File: src/rtl/pipe_ctrl_pkg.sv
// Shared encodings for the pipeline hazard controller: mul/div FSM states,
// forward selects, ResultSrc codes and the forwarding-select helper.
package pipe_ctrl_pkg;

  localparam int unsigned REG_W = 5;
  localparam int unsigned FWD_W = 2;
  localparam int unsigned RES_W = 2;

  typedef enum logic [1:0] {
    ST_IDLE = 2'b00,
    ST_BUSY = 2'b01,
    ST_DONE = 2'b10
  } muldiv_state_e;

  localparam logic [FWD_W-1:0] FWD_RF  = 2'b00;
  localparam logic [FWD_W-1:0] FWD_WB  = 2'b01;
  localparam logic [FWD_W-1:0] FWD_MEM = 2'b10;

  localparam logic [RES_W-1:0] RES_ALU  = 2'b00;
  localparam logic [RES_W-1:0] RES_LOAD = 2'b01;
  localparam logic [RES_W-1:0] RES_PC4  = 2'b10;

  // MEM beats WB; x0 is never a forwarding source.
  function automatic logic [FWD_W-1:0] fwd_sel(
    input logic [REG_W-1:0] rs,
    input logic [REG_W-1:0] m_rd,
    input logic             m_we,
    input logic [REG_W-1:0] w_rd,
    input logic             w_we
  );
    logic [FWD_W-1:0] sel;
    sel = FWD_RF;
    if (m_we && (m_rd != '0) && (m_rd == rs)) begin
      sel = FWD_MEM;
    end else if (w_we && (w_rd != '0) && (w_rd == rs)) begin
      sel = FWD_WB;
    end
    return sel;
  endfunction

endpackage

File: src/rtl/muldiv_seq.sv
// Mul/div EX occupancy sequencer: IDLE -> BUSY (latency-1 countdown) -> DONE.
// hold covers the start cycle and all BUSY cycles; done marks the DONE cycle.
module muldiv_seq
  import pipe_ctrl_pkg::*;
#(
  parameter int unsigned MUL_CYCLES = 2,
  parameter int unsigned DIV_CYCLES = 33,
  parameter int unsigned CNT_WIDTH  = 6
) (
  input  logic clk,
  input  logic rst_n,
  input  logic start,
  input  logic is_div,
  output logic hold,
  output logic done
);

  muldiv_state_e        state;
  logic [CNT_WIDTH-1:0] cnt;

  // Start is only sampled in IDLE so a stalled op cannot re-trigger itself.
  always_ff @(posedge clk or negedge rst_n) begin
    if (!rst_n) begin
      state <= ST_IDLE;
      cnt   <= '0;
    end else begin
      case (state)
        ST_IDLE: begin
          if (start) begin
            state <= ST_BUSY;
            cnt   <= is_div ? CNT_WIDTH'(DIV_CYCLES - 1) : CNT_WIDTH'(MUL_CYCLES - 1);
          end
        end
        ST_BUSY: begin
          if (cnt == '0) begin
            state <= ST_DONE;
          end else begin
            cnt <= cnt - CNT_WIDTH'(1);
          end
        end
        ST_DONE: state <= ST_IDLE;
        default: state <= ST_IDLE;
      endcase
    end
  end

  assign hold = ((state == ST_IDLE) && start) || (state == ST_BUSY);
  assign done = (state == ST_DONE);

endmodule

File: src/rtl/pipeline_hazard_ctrl.sv
// 5-stage RV32 hazard controller: forwarding, load-use/branch handling and
// mul/div EX hold. Mul/div sequencing is built only with PIPE_CTRL_MULDIV_EN.
module pipeline_hazard_ctrl
  import pipe_ctrl_pkg::*;
#(
  parameter int unsigned MUL_CYCLES = 2,
  parameter int unsigned DIV_CYCLES = 33,
  parameter int unsigned CNT_WIDTH  = 6
) (
  input  logic             clk,
  input  logic             rst_n,
  input  logic [REG_W-1:0] D_Rs1,
  input  logic [REG_W-1:0] D_Rs2,
  input  logic [REG_W-1:0] E_Rs1,
  input  logic [REG_W-1:0] E_Rs2,
  input  logic [REG_W-1:0] E_Rd,
  input  logic [RES_W-1:0] E_ResultSrc,
  input  logic             E_PCSrc,
  input  logic             E_MulDivStart,
  input  logic             E_MulDivIsDiv,
  input  logic [REG_W-1:0] M_Rd,
  input  logic             M_RegWrite,
  input  logic [REG_W-1:0] W_Rd,
  input  logic             W_RegWrite,
  output logic [FWD_W-1:0] E_ForwardA,
  output logic [FWD_W-1:0] E_ForwardB,
  output logic             F_Stall,
  output logic             D_Stall,
  output logic             E_Stall,
  output logic             D_Flush,
  output logic             E_Flush,
  output logic             M_Flush,
  output logic             E_MulDivDone
);

  logic hold;
  logic done;
  logic load_use;

`ifdef PIPE_CTRL_MULDIV_EN
  muldiv_seq #(
    .MUL_CYCLES (MUL_CYCLES),
    .DIV_CYCLES (DIV_CYCLES),
    .CNT_WIDTH  (CNT_WIDTH)
  ) u_muldiv_seq (
    .clk    (clk),
    .rst_n  (rst_n),
    .start  (E_MulDivStart),
    .is_div (E_MulDivIsDiv),
    .hold   (hold),
    .done   (done)
  );
`else
  logic unused_muldiv;

  assign hold = 1'b0;
  assign done = 1'b0;
  assign unused_muldiv = ^{clk, rst_n, E_MulDivStart, E_MulDivIsDiv,
                           32'(MUL_CYCLES), 32'(DIV_CYCLES), 32'(CNT_WIDTH)};
`endif

  assign E_ForwardA = fwd_sel(E_Rs1, M_Rd, M_RegWrite, W_Rd, W_RegWrite);
  assign E_ForwardB = fwd_sel(E_Rs2, M_Rd, M_RegWrite, W_Rd, W_RegWrite);

  assign load_use = (E_ResultSrc == RES_LOAD) && (E_Rd != '0) &&
                    ((E_Rd == D_Rs1) || (E_Rd == D_Rs2));

  // Priority merge: mul/div hold, then taken branch flush, then load-use bubble.
  always_comb begin
    F_Stall      = 1'b0;
    D_Stall      = 1'b0;
    E_Stall      = 1'b0;
    D_Flush      = 1'b0;
    E_Flush      = 1'b0;
    M_Flush      = 1'b0;
    E_MulDivDone = done;
    if (hold) begin
      F_Stall = 1'b1;
      D_Stall = 1'b1;
      E_Stall = 1'b1;
      M_Flush = 1'b1;
    end else if (E_PCSrc) begin
      D_Flush = 1'b1;
      E_Flush = 1'b1;
    end else if (load_use) begin
      F_Stall = 1'b1;
      D_Stall = 1'b1;
      E_Flush = 1'b1;
    end
  end

endmodule

File: config.mk
export PLATFORM = sky130hd
export DESIGN_NAME = pipeline_hazard_ctrl
export DESIGN_NICKNAME = d
export VERILOG_FILES = /design/src/rtl/pipe_ctrl_pkg.sv /design/src/rtl/muldiv_seq.sv /design/src/rtl/pipeline_hazard_ctrl.sv
export SDC_FILE = /design/constraint.sdc
export NUM_CORES = 1
export LEC_CHECK = 0
export CORE_MARGIN = 4
export CORE_UTILIZATION = 30
export DETAILED_ROUTE_END_ITERATION = 10
export PLACE_DENSITY = 0.95
export SYNTH_ARGS = -nofsm -noshare
export SYNTH_HDL_FRONTEND = slang
export SYNTH_SLANG_ARGS = --single-unit
File: constraint.sdc
create_clock -name vclk -period 5.1
set_clock_uncertainty 0.2 [all_clocks]
set_input_delay 1.02 -clock vclk [all_inputs]
set_output_delay 1.02 -clock vclk [all_outputs]
set_load 0.01 [all_outputs]
Word level (Yosys, flattened, before mapping):

Index checks and enable logic that the tools add are counted.

* latch bits: 0
* output and inout bits: 11
* memory bits (writable): 0
* bits in registers: 0
* memory bits (read-only): 0
* memories kept: 0

* equality and inequality tests: 7
* multiplexer cells: 8
* $mul: 0
* div/mod/pow operators: 0
* $add $sub $neg: 0
* bitwise logic cells: 0
* reductions and logical operators: 12
* shift operators: 0
* order comparisons: 0

Operators with widths (count)
* equality test 5 bit: 6
* nonzero test 5 bit: 3
* logical AND 1 bit: 8
* 2-to-1 mux 1 bit: 6
* 2-to-1 mux 2 bit: 2
* equality test 2 x 1 -> 1 bit, second input constant: 1
* logical OR 1 bit: 1

Depth between registers and ports, before layout:

* depth in word-level cells: 5
* depth in mapped cells: 5
* depth with buffers taken out: 4

Least setup slack after synthesis:

Ideal clock, no wire load.

* path kind: in2out
* start point: input M_Rd[1]
* end point: output E_ForwardA[0]
* required time: 3.880 ns
* setup slack: 1.716 ns
* cell stages on the path: 4
* arrival time: 2.164 ns
* cell sequence: or4_1 o21ai_2 nor4_1 nor4_2

* cells in the longest elaborated chain, start to end: 4
* elaborated cells between the ends (all ways): 5
* those cells by class: eq/ne: 1; mux: 1; reduce/logical: 3

RTL lines
* start, declared: RTL line pipeline_hazard_ctrl.sv:21 `input logic [REG_W-1:0] M_Rd,`
* nonzero test 5 bit: RTL line pipe_ctrl_pkg.sv:33 `if (m_we && (m_rd != '0) && (m_rd == rs)) begin`
* logical AND 1 bit: RTL line pipe_ctrl_pkg.sv:33
* logical AND 1 bit (*): RTL line pipe_ctrl_pkg.sv:33
* 2-to-1 mux 2 bit (*): RTL line pipe_ctrl_pkg.sv:33
* end, declared: RTL line pipeline_hazard_ctrl.sv:25 `output logic [FWD_W-1:0] E_ForwardA,`

Every way passes the cells marked *; elsewhere a longest branch is shown, timed or not.

Worst setup path in the final report:

* start point: input M_Rd[1]
* end point: output E_ForwardB[0]

* cells in the longest elaborated chain, start to end: 4
* elaborated cells between the ends (all ways): 5
* those cells by class: eq/ne: 1; mux: 1; reduce/logical: 3

RTL lines
* nonzero test 5 bit: RTL line pipe_ctrl_pkg.sv:33
* logical AND 1 bit: RTL line pipe_ctrl_pkg.sv:33
* logical AND 1 bit (*): RTL line pipe_ctrl_pkg.sv:33
* 2-to-1 mux 2 bit (*): RTL line pipe_ctrl_pkg.sv:33
* end, declared: RTL line pipeline_hazard_ctrl.sv:26 `output logic [FWD_W-1:0] E_ForwardB,`

Marked as above.

==> reports/results.txt <==
CP startpoint kind: input port
GRT Total Usage: 15.8%
slowest stage delay, CP: 0.58 ns
commonest cells in the netlist: 24 x xor2_1, 6 x xnor2_1, 5 x buf_4, 5 x or4_1, 3 x nor3_1
share of the synthesized area in the top cell type: 46.5%
die area: 2190 µm²
slowest CP cell: or4_1
RSZ-0062 raised after global routing: no
estimated wirelength of the detail-placed design: 1570 µm
final setup fails: 0
largest cells by area after synthesis: xor2_1 47%, xnor2_1 12%, buf_4 8.3%
Final #Nets: 149
Top Layer Used: met4
Mapped Area: 452 µm²
max cap viols: 0
Place WS: 0.697 ns
wire length of the first global-routing pass: 2530 µm
Cell Area, Placed: 921 µm²
Die Width: 46.8 µm
GP Congestion: 0.751
fmax: 227 MHz
CP Cell Sequence: clkdlybuf4s50_1 -> or4_1 -> o21ai_2 -> nor4_1 -> nor4_2 -> clkdlybuf4s50_1
DRC violations left: 0
Cells after Synth: 58
Reg area: 0 µm²
min cycle time layout: 4.40 ns
Hold Slack: 2.77 ns
total negative setup slack: 0 ns
yosys warns: 0
static leakage: 0.333 nW
Avg Cell Area, Syn: 7.79 µm²
Initial Utilization: 33.1%
M1 WL: 680 µm
area delta synth->final: 104%
Final Hold Viols: 0
Yosys cell types: 16
post-route cell area: 921 µm²
Setup WS post-layout: 0.700 ns
Hold Crit Depth: 2
core area: 1370 µm²
Final Instance Count excl. Fillers: 118
period utilization: 86.3%
sequential area share after synthesis: 0%
IO Count: 55
Critical Path AT: 3.18 ns
Hold Path End: D_Flush
final wirelength: 1690 µm
Req. time, crit path: 3.88 ns
CP endpoint kind: primary output
routed wl met2: 884 µm
met3 wire len: 101 µm
WL per Instance: 14.4 µm
Die Y: 46.8 µm
CP top delay family: buffers and inverters
status: finished, final reports clean
most frequent CP cell: clkdlybuf4s50_1
setup bufs post-CTS: 0
multi-input logic area: 422 µm²
worst-path maximum fanout: 3
initial DRC count: 8
# resized after CTS: 0
Final Slew Violations: 0
share of cells above drive strength 1: 2.91%
DP Cell Count: 118
CLK BUF: 0
Crit Path Class: input port to primary output
vias per std cell: 4.75
grt total ovfl: 0
Worst IR Drop VDD: 0.0000428 V
sequential cell count: 0
Antenna Violating Nets Remaining: 0
cell taking the most area after synthesis: xor2_1
Worst Path Buf+Inv: 2
fillers: 127
hold wc startpoint: E_PCSrc
antenna violations before repair: 0
iteration count of the initial detailed-routing pass: 4
largest net degree at the start of global routing: 4
vias in the first global route: 594
Power Dens Cells: 75.8 nW/µm²
hold_buf cts: 0
row count: 13
Tightest Hold Check Type: input port to primary output
most frequent cell after synthesis: xor2_1
# diodes: 0
Vias: 561
port bufs: 48
layout make-up:
| class | instances | share of cell area, % |
|---|---|---|
| tap | 15 | 2.04 |
| timing repair buffer | 48 | 52.2 |
| multi-input combinational | 55 | 45.8 |
worst max-delay path by stage:
stage               startpoint       endpoint  cells past startpoint
global route           M_Rd[1]  E_ForwardA[0]                      6
detailed placement     M_Rd[1]  E_ForwardB[0]                      6
CTS                    M_Rd[1]  E_ForwardB[0]                      6
floorplan              M_Rd[1]  E_ForwardA[0]                      4
global placement       M_Rd[1]  E_ForwardB[0]                      6
finish                 M_Rd[1]  E_ForwardB[0]                      6
metal layers:
layer	global-route usage, %	vias up
met3	0.383	2
met5	0	-
li1	-	288
met4	2.21	0
met1	20.5	252
met2	29.5	19
power by group:
group	switching (W)	leakage, nW	total, W	internal (W)
clock	0	0	0	0
combinational	0.0000265	0.333	0.0000698	0.0000433
sequential	0	0	0	0
cells in the final DEF (no fill, tap or decap):
cell / netlist / routed
or4_1: 5 / 5
nand3_1: 2 / 2
o21ai_1: 1 / 1
o21bai_1: 1 / 1
o21ai_0: 1 / 1
xor2_1: 24 / 24
nor4_2: 2 / 2
o21ai_2: 1 / 1
xnor2_1: 6 / 6
nor3_1: 3 / 3
clkdlybuf4s50_1: 0 / 48
nor2_1: 2 / 2
conb_1: 1 / 3
nor4_1: 2 / 2
a22oi_1: 1 / 1
nor2b_1: 1 / 1
cell families after synthesis:
family          synth area share (%)
buf+inv                         8.31
xor+xnor                        58.2
other cells                    0.830
simple gates                    25.2
compound gates                  7.48
metrics by stage:
step,util [%],total power [W]
floorplan,-,0.0000261
finish,67.4,0.0000698
global route,67.4,0.0000751
CTS,67.4,0.0000697
global placement,67.4,0.0000673
detailed placement,67.4,0.0000692
Power figures use the tool's default switching activity.
